File: config.mk
export PLATFORM = sky130hd
export DESIGN_NAME = tdm_demux2
export DESIGN_NICKNAME = d
export VERILOG_FILES = /design/src/rtl/tdm_demux2_pkg.sv /design/src/rtl/tdm_demux2.sv
export SDC_FILE = /design/constraint.sdc
export NUM_CORES = 1
export LEC_CHECK = 0
export BUFFER_PORTS_ARGS = -buffer_cell sky130_fd_sc_hd__buf_2
export CAP_MARGIN = 5
export CELL_PAD_IN_SITES_DETAIL_PLACEMENT = 1
export CELL_PAD_IN_SITES_GLOBAL_PLACEMENT = 1
export CORE_ASPECT_RATIO = 1.75
export CORE_UTILIZATION = 42
export DETAILED_ROUTE_END_ITERATION = 6
export MAX_ROUTING_LAYER = met4
export PLACE_DENSITY_LB_ADDON = 0.1
export SLEW_MARGIN = 20
export SYNTH_ARGS = -nofsm -noshare
export SYNTH_HDL_FRONTEND = slang
export SYNTH_SLANG_ARGS = --single-unit
export TNS_END_PERCENT = 1
File: constraint.sdc
create_clock -name clk -period 3.9 [get_ports clk]
set_clock_uncertainty 0.15 [all_clocks]
set_input_delay 0.585 -clock clk [delete_from_list [all_inputs] [get_ports clk]]
set_output_delay 0.585 -clock clk [all_outputs]
set_load 0.01 [all_outputs]
File: src/rtl/tdm_demux2_pkg.sv
// rtl/tdm_demux2_pkg.sv - shared state encoding and channel tags for the 2:1 TDM mux/demux family
package tdm_demux2_pkg;

    typedef enum logic [1:0] {
        WAIT_A = 2'd0,
        WAIT_B = 2'd1,
        FULL   = 2'd2
    } state_e;

    localparam logic SEL_A = 1'b0;
    localparam logic SEL_B = 1'b1;

endpackage

File: src/rtl/tdm_demux2.sv
// rtl/tdm_demux2.sv - two-channel TDM demultiplexer reassembling A-then-B word pairs
module tdm_demux2
    import tdm_demux2_pkg::*;
#(
    parameter int WIDTH = 8,
    parameter int CNT_W = 16
) (
    input  logic             clk,
    input  logic             rst_n,
    input  logic [WIDTH-1:0] din,
    input  logic             sel,
    input  logic             din_valid,
    output logic             din_ready,
    output logic [WIDTH-1:0] a_out,
    output logic [WIDTH-1:0] b_out,
    output logic             out_valid,
    input  logic             out_ready,
    output logic             err_seq,
    input  logic             err_clr,
    output logic [CNT_W-1:0] pair_count
);

    state_e             state_q, state_d;
    logic [WIDTH-1:0]   a_q, a_d;
    logic [WIDTH-1:0]   b_q, b_d;
    logic               err_q, err_d;
    logic [CNT_W-1:0]   cnt_q, cnt_d;
    logic               err_set;
    logic               in_xfer;
    logic               out_xfer;

    // Handshake outputs depend only on the state register, never on out_ready.
    assign din_ready  = (state_q != FULL);
    assign out_valid  = (state_q == FULL);
    assign a_out      = a_q;
    assign b_out      = b_q;
    assign err_seq    = err_q;
    assign pair_count = cnt_q;

    assign in_xfer  = din_valid & din_ready;
    assign out_xfer = out_valid & out_ready;

    always_comb begin
        state_d = state_q;
        a_d     = a_q;
        b_d     = b_q;
        cnt_d   = cnt_q;
        err_set = 1'b0;
        case (state_q)
            WAIT_A: begin
                if (in_xfer) begin
                    if (sel == SEL_A) begin
                        a_d     = din;
                        state_d = WAIT_B;
                    end else begin
                        err_set = 1'b1;
                    end
                end
            end
            WAIT_B: begin
                if (in_xfer) begin
                    if (sel == SEL_B) begin
                        b_d     = din;
                        state_d = FULL;
                    end else begin
                        // A repeated: keep the newest A so the next B pairs with it.
                        a_d     = din;
                        err_set = 1'b1;
                    end
                end
            end
            FULL: begin
                if (out_xfer) begin
                    state_d = WAIT_A;
                    cnt_d   = cnt_q + {{(CNT_W-1){1'b0}}, 1'b1};
                end
            end
            default: state_d = WAIT_A;
        endcase
        err_d = err_set ? 1'b1 : (err_clr ? 1'b0 : err_q);
    end

    always_ff @(posedge clk or negedge rst_n) begin
        if (!rst_n) begin
            state_q <= WAIT_A;
            a_q     <= '0;
            b_q     <= '0;
            err_q   <= 1'b0;
            cnt_q   <= '0;
        end else begin
            state_q <= state_d;
            a_q     <= a_d;
            b_q     <= b_d;
            err_q   <= err_d;
            cnt_q   <= cnt_d;
        end
    end

endmodule

==> Implementation_results.wiki <==
{| class="wikitable"
! Metric !! Value
|-
| Status || finished clean
|-
| Library cell with the highest instance count after synthesis || dfrtp_1
|-
| Iteration-0 DRC count of the detailed router || 17
|-
| Antenna violations before repair || 0
|-
| Number of cell instances on the worst register-to-register path || 3
|-
| Setup-failing EPs final || 0
|-
| Number of antenna-violating nets in the routed design || 0
|-
| Minimum clock period after layout || ~1.9 ns
|-
| Number of register bits inferred by synthesis || 35
|-
| Placement-stage cell area || approximately 1800 µm²
|-
| DRC errors left || 0
|-
| Clk sink count || 35
|-
| Deepest clock path buffer count || 2
|-
| VDD IR-drop max || around 300 µV
|-
| Final period utilization || 0.483
|-
| Slack of the worst reg-to-reg path || approximately 2.3 ns
|-
| Clock latency reported for the late side of the worst-skew pair || ~0.28 ns
|-
| Proportion of netlist area held by the largest area contributor || 0.576
|-
| Unrepaired setup endpoints after global routing || no
|-
| Lkg Pwr || 1.02 nW
|-
| CTS tree || done
|-
| Largest family of logic cells by synthesized area || simple AND/OR/NAND/NOR gates
|-
| Worst Max-Slew Pin Slew || around 0.76 ns
|-
| Total negative slack for setup checks || 0 ns
|-
| EDFF count, synth || 0
|-
| Proportion of layout cells with a drive suffix above 1 || 0.406
|-
| Detailed-route vias per instance || around 5
|-
| Startpoint of the most critical setup path || state_q[0]
|-
| # resized after CTS || 0
|-
| Synth cell count leaders || 35 x dfrtp_1, 12 x mux2_1, 9 x nand2_1, 9 x xnor2_1, 6 x xor2_1
|-
| Non-Filler Instances || about 220
|-
| Sum of routed wire length over all layers || ~3.2 mm
|-
| Simple-gate portion of the synthesized area || 0.167
|-
| Effective utilization at floorplan || 0.443
|-
| Compound-cell area share of the yosys netlist || 0.0181
|-
| Number of hold violations in the final report || 0
|-
| Clock-pin transition on the worst setup and hold timing paths || roughly 0.07 ns
|-
| Number of top-level pins || 49
|-
| Sequential area share after synthesis || 0.576
|-
| Overall overflow remaining after global route || 0
|-
| Number of global-route vias before repair || ~1,100
|-
| GRT Util Overall || 0.197
|-
| Library cell with the largest summed area after synthesis || dfrtp_1
|-
| Capturing instance or port of the critical path || out_valid
|-
| Required time of the worst setup path || 3.16 ns
|-
| Worst min-delay path category || input pin to async pin
|-
| Gp weighted congestion || around 0.74
|-
| Category of the critical setup timing path || flop to output port
|-
| Synth Area per Inst || about 13 µm²
|-
| Hold_ws || around 0.22 ns
|-
| Die Wd || between 40 and 50 µm
|-
| Cell area after layout || just under 2000 µm²
|-
| Peak clock frequency supported by timing || 531 MHz
|-
| Cells after Synth || 115
|-
| Number of different library cells in the post-synthesis netlist || 27
|-
| Number of buffers inserted by post-CTS setup repair || 0
|-
| Max Cap Violations || 0
|-
| Adder-cell share of the synthesized area || 0.0164
|-
| Vertical die dimension || 81.6 µm
|-
| Fraction of synthesis flops using an asynchronous set or reset pin || 1.00
|-
| Via total after detailed routing || 1,056
|-
| Critical path startpoint category || flop
|-
| Initial DRT Pass Iterations || 2
|-
| Hold-fix buffers at CTS || 0
|-
| Critical Path AT || between 1 and 1.5 ns
|-
| Total number of placement rows || 28
|-
| Wire per inst || ~15 µm
|-
| Die area || roughly 3900 µm²
|-
| Worst-path maximum fanout || 10
|-
| Placed Cells || around 210
|-
| First-pass GRT wire length || between 5 and 6 mm
|-
| Relative slew margins || 0.493
|-
| Worst reg2reg path startpoint || state_q[1]
|-
| I/O Buffers || 48
|-
| Final layout net count || 185
|-
| HPWL after detailed placement || around 2.4 mm
|-
| Power per unit of standard cell area || between 600 and 700 nW/µm²
|-
| End of the worst register-to-register path || b_out[1]
|-
| Level count of the clock H-tree || 2
|-
| Post-synthesis xor/xnor area fraction || 0.0863
|-
| Netlist area before placement || roughly 1500 µm²
|-
| Pins over their slew limit || 0
|-
| Layout-stage area growth over the synthesis result || 26.9%
|-
| Number of clock buffers inserted by TritonCTS || 5
|-
| Core Footprint || between 3000 and 4000 µm²
|-
| Largest net degree at the start of global routing || 36
|-
| CTS root buf || clkbuf_8
|-
| Biggest area contributors in the synthesized netlist || dfrtp_1 58%, mux2_1 8.9%, xnor2_1 5.2%
|-
| Multiplexer fraction of the synthesized cell area || 0.126
|-
| Syn. warnings || 0
|-
| Net count after synthesis || approximately 130
|-
| Antenna cells || 0
|-
| Core Util, Final || 0.562
|-
| Leading register cell type out of synthesis || dfrtp_1
|-
| CP Capture Type || output port
|}
kinds of logic after synthesis:
logic type	Yosys count
xor gates and xnor gates	15
AOI/OAI and AO/OA	5
and+or+nand+nor	37
muxes	17
buffers and inverters	4
adders and majority gates	2
DFF	35
cell type report:
class,instances,area (µm²)
Tap cell,45,56.3
Sequential cell,35,876
Multi-Input combinational cell,76,629
Clock inverter,2,35.0
Fill cell,401,1500
Clock buffer,6,82.6
Inverter,3,11.3
Timing Repair Buffer,48,240
worst max-delay path, cell delays in order (launching register included):
cell and delay [ns]:
dfrtp_1 0.49, nand2b_1 0.20, inv_1 0.06, buf_2 0.12
per-layer routing:
metal | vias to the layer above | routed length (µm) | track usage
met1 | 523 | 1170 | 0.215
met2 | 31 | 1830 | 0.336
met5 | - | 0 | -
met3 | 5 | 137 | 0.0396
li1 | 497 | - | -
met4 | 0 | 47 | 0.0771
state kept, by name (all words and copies together) (netlist names):
| signal | flops |
|---|---|
| pair_count | 16 |
| state_q | 2 |
| a_out | 8 |
| b_out | 8 |
| err_seq | 1 |
report_power, final:
| part | internal, W | total [W] | switching (W) |
|---|---|---|---|
| clock | 0.000207 | 0.000334 | 0.000127 |
| combinational | 0.000165 | 0.000333 | 0.000169 |
| sequential | 0.000466 | 0.000544 | 0.0000779 |
layout by cell type (no fill, tap or decap), drive strengths merged, types with 2 or more instances in the layout:
master / n
xnor2: 9
ha: 2
dfrtp: 35
nand3: 5
nand2b: 2
mux2: 17
nor2b: 3
nand2: 9
nand4: 2
nor2: 6
o21ai: 3
inv: 3
buf: 48
xor2: 6
clkbuf: 6
nor3: 2
and3: 4
worst min path at each step:
stage,to,cells after the start,startpoint,slack (ns)
6_report,b_out[4],1,rst_n,0.22
3_5_place_dp,a_out[0],1,a_out[0],0.32
4_1_cts,err_seq,1,rst_n,0.25
5_1_grt,b_out[4],1,rst_n,0.28
3_3_place_gp,pair_count[15],1,pair_count[15],0.31
2_1_floorplan,a_out[0],0,rst_n,0.14
per-stage QoR:
step	total power, W	setup WS (ns)
after floorplan	0.000733	2.36
after global placement	0.000866	2.14
after detailed placement	0.000891	2.10
after CTS	0.00123	2.00
after global routing	0.00130	1.93
final	0.00121	2.02
No activity file was read; power rests on OpenSTA's default activity.
